$ cat src/rtl/spi_frame_master.sv
// SPI master frame engine (mode 0, MSB first): clocks FRAME_BYTES bytes from a tx
// byte RAM to the slave, framed by frame_n per frame and ss_n per byte, and writes each received byte to an rx RAM.
module spi_frame_master #(
   parameter int FRAME_BYTES = 114,
   parameter int CLK_DIV     = 4,
   parameter int IDX_W       = 8
) (
   input  logic             clock,
   input  logic             reset_n,
   input  logic             start,
   input  logic             abort,
   output logic             busy,
   output logic             done,
   output logic             aborted,
   output logic [IDX_W-1:0] rx_count,
   output logic [IDX_W-1:0] tx_addr,
   input  logic [7:0]       tx_data,
   output logic             rx_we,
   output logic [IDX_W-1:0] rx_addr,
   output logic [7:0]       rx_data,
   output logic             frame_n,
   output logic             ss_n,
   output logic             sck,
   output logic             mosi,
   input  logic             miso,
   output logic [2:0]       dbgState
);

   typedef enum logic [2:0] {
      IDLE, FRAME_SETUP, FETCH, SS_SETUP, SHIFT, SS_HOLD, BYTE_GAP, FRAME_END
   } stateType;

   localparam int               CNT_W    = $clog2(CLK_DIV);
   localparam logic [CNT_W-1:0] CNT_LAST = CNT_W'(CLK_DIV - 1);
   localparam logic [IDX_W-1:0] IDX_LAST = IDX_W'(FRAME_BYTES - 1);

   stateType         state;
   logic [CNT_W-1:0] phaseCnt;
   logic [2:0]       bitCnt;
   logic [IDX_W-1:0] index;
   logic [7:0]       txShift;
   logic [7:0]       rxShift;
   logic             abortLatch;
   logic             phaseDone;

   assign phaseDone = (phaseCnt == CNT_LAST);
   assign dbgState  = state;

   always_ff @(posedge clock) begin
      if (!reset_n) begin
         state      <= IDLE;
         phaseCnt   <= '0;
         bitCnt     <= '0;
         index      <= '0;
         txShift    <= '0;
         rxShift    <= '0;
         abortLatch <= 1'b0;
         busy       <= 1'b0;
         done       <= 1'b0;
         aborted    <= 1'b0;
         rx_count   <= '0;
         tx_addr    <= '0;
         rx_we      <= 1'b0;
         rx_addr    <= '0;
         rx_data    <= '0;
         frame_n    <= 1'b1;
         ss_n       <= 1'b1;
         sck        <= 1'b0;
         mosi       <= 1'b0;
      end else begin
         rx_we <= 1'b0;
         done  <= 1'b0;
         // Abort only ends the frame at the next byte boundary, so just remember it.
         if (state != IDLE && state != FRAME_END)
            abortLatch <= abortLatch | abort;

         case (state)
            IDLE: begin
               mosi     <= 1'b0;
               phaseCnt <= '0;
               if (start) begin
                  state      <= FRAME_SETUP;
                  frame_n    <= 1'b0;
                  busy       <= 1'b1;
                  index      <= '0;
                  abortLatch <= 1'b0;
               end
            end
            FRAME_SETUP: begin
               if (phaseDone) begin
                  phaseCnt <= '0;
                  tx_addr  <= index;
                  state    <= FETCH;
               end else phaseCnt <= phaseCnt + CNT_W'(1);
            end
            FETCH: begin
               // Cycle 1 presents the address, cycle 2 sees the registered RAM data.
               if (phaseCnt == CNT_W'(1)) begin
                  phaseCnt <= '0;
                  txShift  <= tx_data;
                  mosi     <= tx_data[7];
                  ss_n     <= 1'b0;
                  state    <= SS_SETUP;
               end else phaseCnt <= phaseCnt + CNT_W'(1);
            end
            SS_SETUP: begin
               if (phaseDone) begin
                  phaseCnt <= '0;
                  bitCnt   <= '0;
                  sck      <= 1'b1;
                  rxShift  <= {rxShift[6:0], miso};
                  state    <= SHIFT;
               end else phaseCnt <= phaseCnt + CNT_W'(1);
            end
            SHIFT: begin
               if (phaseDone) begin
                  phaseCnt <= '0;
                  if (sck) begin
                     sck <= 1'b0;
                     if (bitCnt != 3'd7) begin
                        txShift <= {txShift[6:0], 1'b0};
                        mosi    <= txShift[6];
                     end
                  end else if (bitCnt == 3'd7) begin
                     state <= SS_HOLD;
                  end else begin
                     bitCnt  <= bitCnt + 3'd1;
                     sck     <= 1'b1;
                     rxShift <= {rxShift[6:0], miso};
                  end
               end else phaseCnt <= phaseCnt + CNT_W'(1);
            end
            SS_HOLD: begin
               if (phaseDone) begin
                  phaseCnt <= '0;
                  ss_n     <= 1'b1;
                  rx_we    <= 1'b1;
                  rx_addr  <= index;
                  rx_data  <= rxShift;
                  state    <= BYTE_GAP;
               end else phaseCnt <= phaseCnt + CNT_W'(1);
            end
            BYTE_GAP: begin
               if (phaseDone) begin
                  phaseCnt <= '0;
                  if (index == IDX_LAST || abortLatch || abort) begin
                     state    <= FRAME_END;
                     frame_n  <= 1'b1;
                     done     <= 1'b1;
                     busy     <= 1'b0;
                     mosi     <= 1'b0;
                     rx_count <= index + IDX_W'(1);
                     aborted  <= abortLatch | abort;
                  end else begin
                     index   <= index + IDX_W'(1);
                     tx_addr <= index + IDX_W'(1);
                     state   <= FETCH;
                  end
               end else phaseCnt <= phaseCnt + CNT_W'(1);
            end
            FRAME_END: state <= IDLE;
            default:   state <= IDLE;
         endcase
      end
   end

endmodule

$ cat config.mk
export PLATFORM = sky130hd
export DESIGN_NAME = spi_frame_master
export DESIGN_NICKNAME = d
export VERILOG_FILES = /design/src/rtl/spi_frame_master.sv
export SDC_FILE = /design/constraint.sdc
export NUM_CORES = 1
export LEC_CHECK = 0
export CAP_MARGIN = 20
export CORE_ASPECT_RATIO = 1.4
export CORE_MARGIN = 2
export CORE_UTILIZATION = 35
export DETAILED_ROUTE_END_ITERATION = 8
export SKIP_LAST_GASP = 1
export SLEW_MARGIN = 30
export SYNTH_ARGS = -nofsm -noshare
export SYNTH_HDL_FRONTEND = slang
export SYNTH_SLANG_ARGS = --single-unit
$ cat constraint.sdc
create_clock -name clock -period 2.6 [get_ports clock]
set_input_delay 0.52 -clock clock [delete_from_list [all_inputs] [get_ports clock]]
set_output_delay 0.52 -clock clock [all_outputs]
set_load 0.005 [all_outputs]
==> results of run 1 <==
## cell usage after synthesis (all sizes together), types with 3 or more instances
cell type,count,area [um^2]
or2,3,18.8
buf,9,71.3
clkbuf,20,135
inv,8,30.0
nor2b,3,18.8
nor3,6,30.0
and3,4,26.3
a211o,3,27.5
or3,5,35.0
mux2i,11,110
a21o,4,31.3
ha,8,100
nor2,44,165
nand3,9,45.0
a311oi,11,115
nor3b,3,22.5
dfxtp,72,1440
a31oi,3,18.8
a211oi,11,92.6
nand2,63,236
o21ai,13,68.8
a21oi,28,151
xnor2,7,61.3
a32oi,3,26.3
## flip-flops by register name, indices dropped and copies added, names as in the netlist, 2 cells and up
| name | count |
|---|---|
| rx_count | 8 |
| dbgState | 3 |
| bitCnt | 3 |
| rx_data | 8 |
| rx_addr | 8 |
| rxShift | 8 |
| txShift | 7 |
| phaseCnt | 2 |
| index | 8 |
| tx_addr | 8 |
## cells by family (layout without fill, tap and decap cells)
group                      Yosys count  count (layout)
muxes                               11              11
DFF                                 72              72
xor gates and xnor gates             9               9
buffers and inverters               38              93
adders and majority gates            8               8
and+or+nand+nor                    149             149
AOI/OAI and AO/OA                   89              89
## layer usage
metal | global-route usage (%) | vias up | share of wire [%]
met5 | 0 | - | 0
li1 | - | 1412 | -
met1 | 18.4 | 1299 | 45
met3 | 4.57 | 15 | 5.0
met2 | 23.4 | 47 | 47
met4 | 7.44 | 0 | 2.7
## final cells by class
type	instances	area (um^2)
clock buffer	10	239
clock inverter	6	82.6
fill	883	4890
inverter	9	33.8
multi-input combinational	266	1620
sequential	72	1440
tap	107	134
timing repair buffer	68	648
## critical path, cell delays in order, from the launching register on
cell	delay, ps
dfxtp_1	450
ha_1	180
or4b_4	480
o21a_4	240
a21oi_4	480
nor2_1	110
a311oi_2	250
## final timing paths
check              from           to
max            index[0]  rx_count[6]
min reg2reg  txShift[0]   txShift[0]
max reg2reg    index[0]  rx_count[6]
min          txShift[0]   txShift[0]
## power groups by stage
stage	registers (uW)	clock network (uW)	logic [uW]
2_1_floorplan	1180	0	219
3_3_place_gp	1200	0	284
3_5_place_dp	1210	0	289
4_1_cts	1180	1360	290
5_1_grt	1190	1400	322
6_report	1180	1320	288
## metrics by stage
| stage | total power, uW | instance area, um^2 | setup WS [ps] | cells |
|---|---|---|---|---|
| 6_report | 2790 | 4190 | 322 | 538 |
| 5_1_grt | 2910 | 4190 | 142 | 538 |
| 4_1_cts | 2830 | 4190 | 310 | 538 |
| 3_5_place_dp | 1490 | 3870 | 277 | 522 |
| 3_3_place_gp | 1490 | 3870 | 318 | 522 |
| 2_1_floorplan | 1400 | 3300 | 609 | 376 |
==> flow_summary.yaml, run 1 <==
drt:
  vias_per_cell: 5.15
  ant_nets: 0
  wire_per_inst_um: 13.5
  wl_mm: 7.28
  first_pass_iters: 4
  drt_iter0_drc: 131
  drc: 0
  vias: 2773
hold_path:
  min_path_type: "flip-flop to flip-flop"
  min_path_cells: 2
timing:
  tns_ps: 0
  fin_worst_skew_ps: 7.27
  tightestPinTransition_ps: 666
  period_needed_ps: 2280
  drv_slew: 0
  rsz0062_at_grt: "no"
  finalSetupViolCount: 0
  period_share_pct: 87.6
  max_freq_mhz: 439
  max-slew-margin-rel_pct: 55.6
  holdWs_ps: 453
  hold_viol: 0
power_and_ir_drop:
  p_clk_share_pct: 47.2
  p_seq_share_pct: 42.4
  p_leak_uw: 0.00155
  internal_power_uw: 2140
  swShare_pct: 23.4
  peakVddDrop_mv: 0.355
  comb_power_share_pct: 10.3
  p_per_area_nw_per_um2: 665
  power.switching_uw: 652
cells_and_area:
  finalNetCount: 447
  antenna_cells: 0
  final_common_cell: "dfxtp_1"
  mostFrequentLayoutCells: "dfxtp_1, nand2_1, clkdlybuf4s50_1"
  utilization_pct: 46.2
  layout-drive-gt1-share_pct: 12.5
  syn2layout_area_growth_pct: 27.2
synth:
  synth_top_family_by_area: "simple AND/OR/NAND/NOR gates"
  synth_compound_area_share_pct: 19.8
  synth.mux.area_fraction_pct: 3.34
  synth_cell_types: 58
  syn_inst: 376
  syn_avg_cell_area_um2: 8.77
  synth_nets: 397
  yosys_warnings: 0
  synth_area_um2: 3300
  synth-xor-area-share_pct: 2.39
  async_flop_share_pct: 0
  yosys.area_share.simple_pct: 20.5
  ys_seq_area_share_pct: 43.7
  ys_ff_latch: 72
  synthAdderAreaFrac_pct: 3.04
  synth_enable_flop_cells: 0
  synth_flop_cell: "dfxtp_1"
global_routing:
  grt.total_usage_pct: 15.0
  grt_max_degree: 61
  grt_overflow: 0
  grt_pass1_vias: 2669
  grt_pass1_wl_mm: 12.3
  antenna_found_initial: 0
die:
  pin_count: 56
  fp.dieArea_um2: 10200
  rows: 41
  fp.dieW_um: 86.0
  coreArea_um2: 9080
  die_h_um: 119
  floorplan.initialDensity_pct: 36.3
placement:
  dp.final_hpwl_mm: 5.10
  io_buffers: 55
  gp_congestion: 0.841
setup_path:
  worstSetupEndpointType: "flip-flop"
  cp-start-kind: "flip-flop"
  rrSetupSlack_ps: 320
  reg2reg_depth: 6
  cp.arrival_ps: 2520
  cp_max_fo: 21
  path_class: "flip-flop to flip-flop"
  required_ps: 2840
clock_network:
  htree_levels: 3
  cts_made_buffers: 9
  ctsLongestPathBuffers: 2
  cts_resized: 0
  clk_latency_ps: 330
  cts_root_buf: "clkbuf_16"
  hold_buffers: 0
  post_cts_buffers: 0
  cts_sinks: 72
  clk_pin_slew_ps: 60
  cts_tree: "built"
outcome:
  status: "completed"
flow_run:
  drv_cap: 0
Power figures use the tool's default switching activity.
==> inputs of run 2 (changes only) <==
==> constraint.sdc (replaced) <==
create_clock -name clock -period 1.9 [get_ports clock]
set_input_delay 0.38 -clock clock [delete_from_list [all_inputs] [get_ports clock]]
set_output_delay 0.38 -clock clock [all_outputs]
set_load 0.005 [all_outputs]
==> run 2 against run 1 <==
  * Non-clock buffer count is 39 higher
  * The flow now finishes with violations (setup timing)
  * Global-route usage is 1.6 points higher
  * First-iteration DRC count down 7.6%
  * Hold slack worse by 2.9 ps
  * Setup slack worse by 370 ps
  * Combinational power grew 71%
  * Clock power grew 58%
==> flow_summary.yaml, run 2 (same netlist as run 1, synthesis figures left out) <==
outcome:
  status: "complete, but fails checks"
  violations: "setup timing"
cells_and_area:
  design_area_um2: 4710
  fill_cells: 826
  antenna_cells: 0
  layout-drive-gt1-share_pct: 23.2
  final_common_cell: "dfxtp_1"
  utilization_pct: 51.9
  mostFrequentLayoutCells: "dfxtp_1, nand2_1, clkdlybuf4s50_1"
  syn2layout_area_growth_pct: 43.0
  finalNetCount: 486
power_and_ir_drop:
  internal_power_uw: 3240
  p_seq_share_pct: 38.5
  p_per_area_nw_per_um2: 891
  power.switching_uw: 962
  p_clk_share_pct: 49.7
  peakVddDrop_mv: 0.472
  p_leak_uw: 0.00182
  swShare_pct: 22.9
  comb_power_share_pct: 11.7
placement:
  dp.final_hpwl_mm: 5.44
  gp_congestion: 0.822
  pre_cts_slack_ps: -159
  io_buffers: 55
  placed_cell_area_um2: 4140
timing:
  holdWs_ps: 450
  finalSetupViolCount: 10
  rsz0062_at_grt: "yes"
  fin_worst_skew_ps: 5.87
  period_needed_ps: 1950
  tns_ps: -263
  hold_viol: 0
  fin_ws_ps: -46.6
  max-slew-margin-rel_pct: 65.3
  period_share_pct: 102
  max_freq_mhz: 514
  tightestPinTransition_ps: 521
  drv_slew: 0
setup_path:
  reg2reg_depth: 8
  rrSetupSlack_ps: -50
  rr_startpoint: "bitCnt[0]"
  path_class: "flip-flop to flip-flop"
  worstSetupEndpointType: "flip-flop"
  required_ps: 2130
  cp.arrival_ps: 2180
  cp-start-kind: "flip-flop"
  r2r-end: "rxShift[2]"
  cp_max_fo: 4
drt:
  vias_per_cell: 5.00
  drt_iter0_drc: 121
  wire_per_inst_um: 13.8
  drc: 0
  first_pass_iters: 4
  vias: 2887
  wl_mm: 7.97
  ant_nets: 0
hold_path:
  min_path_type: "flip-flop to flip-flop"
  min_to: "rx_count[0]"
  worstHoldStart: "rx_count[0]"
  min_path_cells: 2
die:
  die_h_um: 119
  rows: 41
  fp.dieW_um: 86.0
  coreArea_um2: 9080
  pin_count: 56
  floorplan.initialDensity_pct: 36.3
  fp.dieArea_um2: 10200
clock_network:
  cts_made_buffers: 9
  cts_sinks: 72
  cts_tree: "built"
  clk_pin_slew_ps: 60
  ctsLongestPathBuffers: 2
  clk_latency_ps: 340
  hold_buffers: 0
  cts_root_buf: "clkbuf_16"
  htree_levels: 3
global_routing:
  use_met2_pct: 27.1
  grt_pass1_vias: 2910
  grt.total_usage_pct: 16.5
  use_met1_pct: 19.9
  use_met3_pct: 3.67
  grt_overflow: 0
  grt_max_degree: 44
  busiest_layer: "met2"
  antenna_found_initial: 0
  grt_pass1_wl_mm: 13.6
flow_run:
  drv_cap: 0
## run 2: critical path, cell delays in order, from the launching register on
cell	delay (ps)
dfxtp_2	330
ha_4	160
ha_4	150
or4b_4	490
o22ai_4	230
nand2_4	120
clkbuf_16	170
mux2i_1	140
nor2_1	50
## run 2: timing repair
| item | in CTS | in global routing |
|---|---|---|
| gates cloned | 1 | 2 |
| endpoints found under the setup margin | 23 | 30 |
| buffers inserted | 3 | 3 |
| pin swaps | 2 | 7 |
| resized for setup | 7 | 19 |
## run 2: area by class of cell
class	instances	area, um^2	area share, %
inverter	9	33.8	0.717
clock inverter	7	143	3.03
clock buffer	9	225	4.78
multi-input combinational	266	1690	35.9
sequential	72	1450	30.8
tap	107	134	2.84
timing repair buffer	107	1040	22.0
## run 2: how the worst max path moves through the flow
stage	start	end	slack (ps)	cells after the start
3_5_place_dp	abort	index[2]	-160	6
2_1_floorplan	bitCnt[0]	rxShift[7]	7	8
5_1_grt	bitCnt[1]	bitCnt[0]	-110	8
3_3_place_gp	abort	index[2]	-140	6
6_report	bitCnt[0]	rxShift[2]	-50	8
4_1_cts	bitCnt[0]	bitCnt[0]	-50	8
## run 2: metal layers
| metal | vias up | wire length (um) |
|---|---|---|
| met5 | - | 0 |
| met4 | 0 | 232 |
| met3 | 16 | 324 |
| met2 | 46 | 3840 |
| met1 | 1339 | 3570 |
| li1 | 1486 | - |
## run 2: power by group through the flow
stage,logic (uW),clock network [uW],registers (uW)
6_report,492,2090,1620
5_1_grt,545,2170,1630
4_1_cts,469,2120,1610
3_5_place_dp,464,0,1640
3_3_place_gp,455,0,1640
2_1_floorplan,299,0,1610
## run 2: through the flow
step / power, uW / cells
floorplan: 1910 / 376
global placement: 2090 / 553
detailed placement: 2100 / 553
CTS: 4190 / 573
global route: 4340 / 577
finish: 4200 / 577
==> inputs of run 3 (changes only) <==
--- a/config.mk
+++ b/config.mk
@@ -6,10 +6,12 @@
 export NUM_CORES = 1
 export LEC_CHECK = 0
 export CAP_MARGIN = 20
-export CORE_ASPECT_RATIO = 1.4
+export CORE_ASPECT_RATIO = 1.2
 export CORE_MARGIN = 2
 export CORE_UTILIZATION = 35
 export DETAILED_ROUTE_END_ITERATION = 8
+export DONT_BUFFER_PORTS = 1
+export RECOVER_POWER = 25
 export SKIP_LAST_GASP = 1
 export SLEW_MARGIN = 30
 export SYNTH_ARGS = -nofsm -noshare
==> run 3 against run 2 <==
  * The flow still finishes with violations (setup timing)
  * Global-route usage shrank 1.2 points
  * First-iteration DRC count is 9.1% higher
  * Non-clock buffer count shrank 60
  * Sequential share of layout area rose by 5.8 points
  * Sequential power is 2% lower
  * Die area hardly changed
  * Critical path type unchanged
==> flow_summary.yaml, run 3 (same netlist as run 1, synthesis figures left out) <==
outcome:
  status: "complete, but fails checks"
  violations: "setup timing"
clock_network:
  cts_made_buffers: 9
  cts_sinks: 72
  cts_tree: "built"
  clk_latency_ps: 350
  cts_root_buf: "clkbuf_8"
  ctsLongestPathBuffers: 2
  clk_pin_slew_ps: 80
  htree_levels: 3
timing:
  max_freq_mhz: 518
  tns_ps: -143
  finalSetupViolCount: 12
  max-slew-margin-rel_pct: 54.3
  drv_slew: 0
  hold_viol: 0
  period_needed_ps: 1930
  rsz0062_at_grt: "yes"
  tightestPinTransition_ps: 685
  holdWs_ps: 103
  fin_ws_ps: -31.7
  fin_worst_skew_ps: 13.4
  period_share_pct: 102
global_routing:
  grt.total_usage_pct: 15.3
  grt_max_degree: 61
  grt_pass1_vias: 2520
  antenna_found_initial: 0
  grt_overflow: 0
  grt_pass1_wl_mm: 12.2
die:
  fp.dieW_um: 92.6
  die_h_um: 110
  floorplan.initialDensity_pct: 36.3
  fp.dieArea_um2: 10200
  pin_count: 56
  rows: 38
  coreArea_um2: 9080
cells_and_area:
  finalNetCount: 426
  syn2layout_area_growth_pct: 19.8
  antenna_cells: 0
  layout-drive-gt1-share_pct: 24.9
  utilization_pct: 43.5
  mostFrequentLayoutCells: "dfxtp_1, nand2_1, nor2_1"
  final_common_cell: "dfxtp_1"
setup_path:
  worstSetupEndpointType: "flip-flop"
  path_class: "flip-flop to flip-flop"
  crit_slowest_cell: "or4b_4"
  cp.arrival_ps: 2140
  rrSetupSlack_ps: -30
  r2r-end: "rxShift[4]"
  cp-start-kind: "flip-flop"
  required_ps: 2110
  cp_max_fo: 8
  reg2reg_depth: 8
  cp_common_cell: "ha_4"
  crit_path_cell_trace: "ha_4 -> ha_4 -> or4b_4 -> o22ai_4 -> nand2_4 -> buf_12 -> mux2i_1 -> nor2_1"
  max_stage_delay_ps: 490
  rr_startpoint: "bitCnt[1]"
drt:
  vias_per_cell: 5.06
  ant_nets: 0
  wire_per_inst_um: 14.4
  drt_iter0_drc: 132
  wl_mm: 7.63
  drc: 0
  first_pass_iters: 4
  vias: 2681
power_and_ir_drop:
  power_uw: 3310
  p_per_area_nw_per_um2: 837
  power.switching_uw: 877
  peakVddDrop_mv: 0.456
  comb_power_share_pct: 13.9
  swShare_pct: 26.5
  p_clk_share_pct: 38.3
  internal_power_uw: 2430
  p_seq_share_pct: 47.8
  p_leak_uw: 0.00151
flow_run:
  drv_cap: 0
hold_path:
  worstHoldStart: "reset_n"
  min_path_type: "primary input to flip-flop"
  min_to: "ss_n"
  min_path_cells: 1
placement:
  io_buffers: 0
  dp.final_hpwl_mm: 5.19
  gp_congestion: 0.787
  pre_cts_slack_ps: -77.2
run 3: cell types whose count changed in the layout (fill, tap and decap cells not counted), moves of 2 or more:
| cell | change |
|---|---|
| clkbuf_16 | -11 |
| clkinvlp_4 | +2 |
| buf_6 | -3 |
| clkbuf_8 | +11 |
| buf_12 | +2 |
| dfxtp_1 | +2 |
| bufinv_16 | -3 |
| clkdlybuf4s50_1 | -55 |
run 3: metrics by stage:
stage,cells,instance area [um^2]
2_1_floorplan,376,3310
3_3_place_gp,508,3610
3_5_place_dp,508,3610
4_1_cts,526,3880
5_1_grt,530,3950
6_report,530,3950
run 3: worst max path at each step:
stage	endpoint	startpoint	depth (start not counted)
floorplan	rxShift[7]	bitCnt[0]	8
global placement	rxShift[7]	bitCnt[0]	8
detailed placement	rxShift[4]	bitCnt[0]	8
CTS	rxShift[4]	bitCnt[1]	8
global route	rxShift[0]	bitCnt[0]	8
finish	rxShift[4]	bitCnt[1]	8
run 3: layer usage:
| metal | vias up | GRT usage (%) | part of all wire, % |
|---|---|---|---|
| met5 | - | 0 | 0 |
| met4 | 0 | 7.78 | 1.7 |
| met3 | 8 | 4.35 | 6.5 |
| met2 | 58 | 24.5 | 45 |
| met1 | 1248 | 18.9 | 46 |
| li1 | 1367 | - | - |
run 3: area by class of cell:
class	count	area, um^2
well taps	120	150
repair buffers	47	407
clock buffers	11	151
flip-flops and latches	72	1450
clock inverters	5	55.1
inverters	9	33.8
multi-input cells	266	1710
fillers	901	5130
run 3: what timing repair did:
action                                  CTS  global route
pin swaps                                 0             5
setup buffers                             2             5
resized for setup                        10             9
endpoints found under the setup margin   14            36
hold buffers                              0             0
run 3: worst max-delay path: cells and delay by family, from the launching register on:
family | cells | cell delay, ps
simple gates | 3 | 630
compound gates | 1 | 200
flops | 1 | 340
mux | 1 | 150
buf+inv | 1 | 150
fa+ha+maj | 2 | 310
run 3: power groups by stage:
stage | Sequential, uW | Combinational [uW] | Clock [uW]
2_1_floorplan | 1610 | 299 | 0
3_3_place_gp | 1620 | 415 | 0
3_5_place_dp | 1610 | 421 | 0
4_1_cts | 1580 | 431 | 1300
5_1_grt | 1590 | 506 | 1380
6_report | 1580 | 461 | 1270
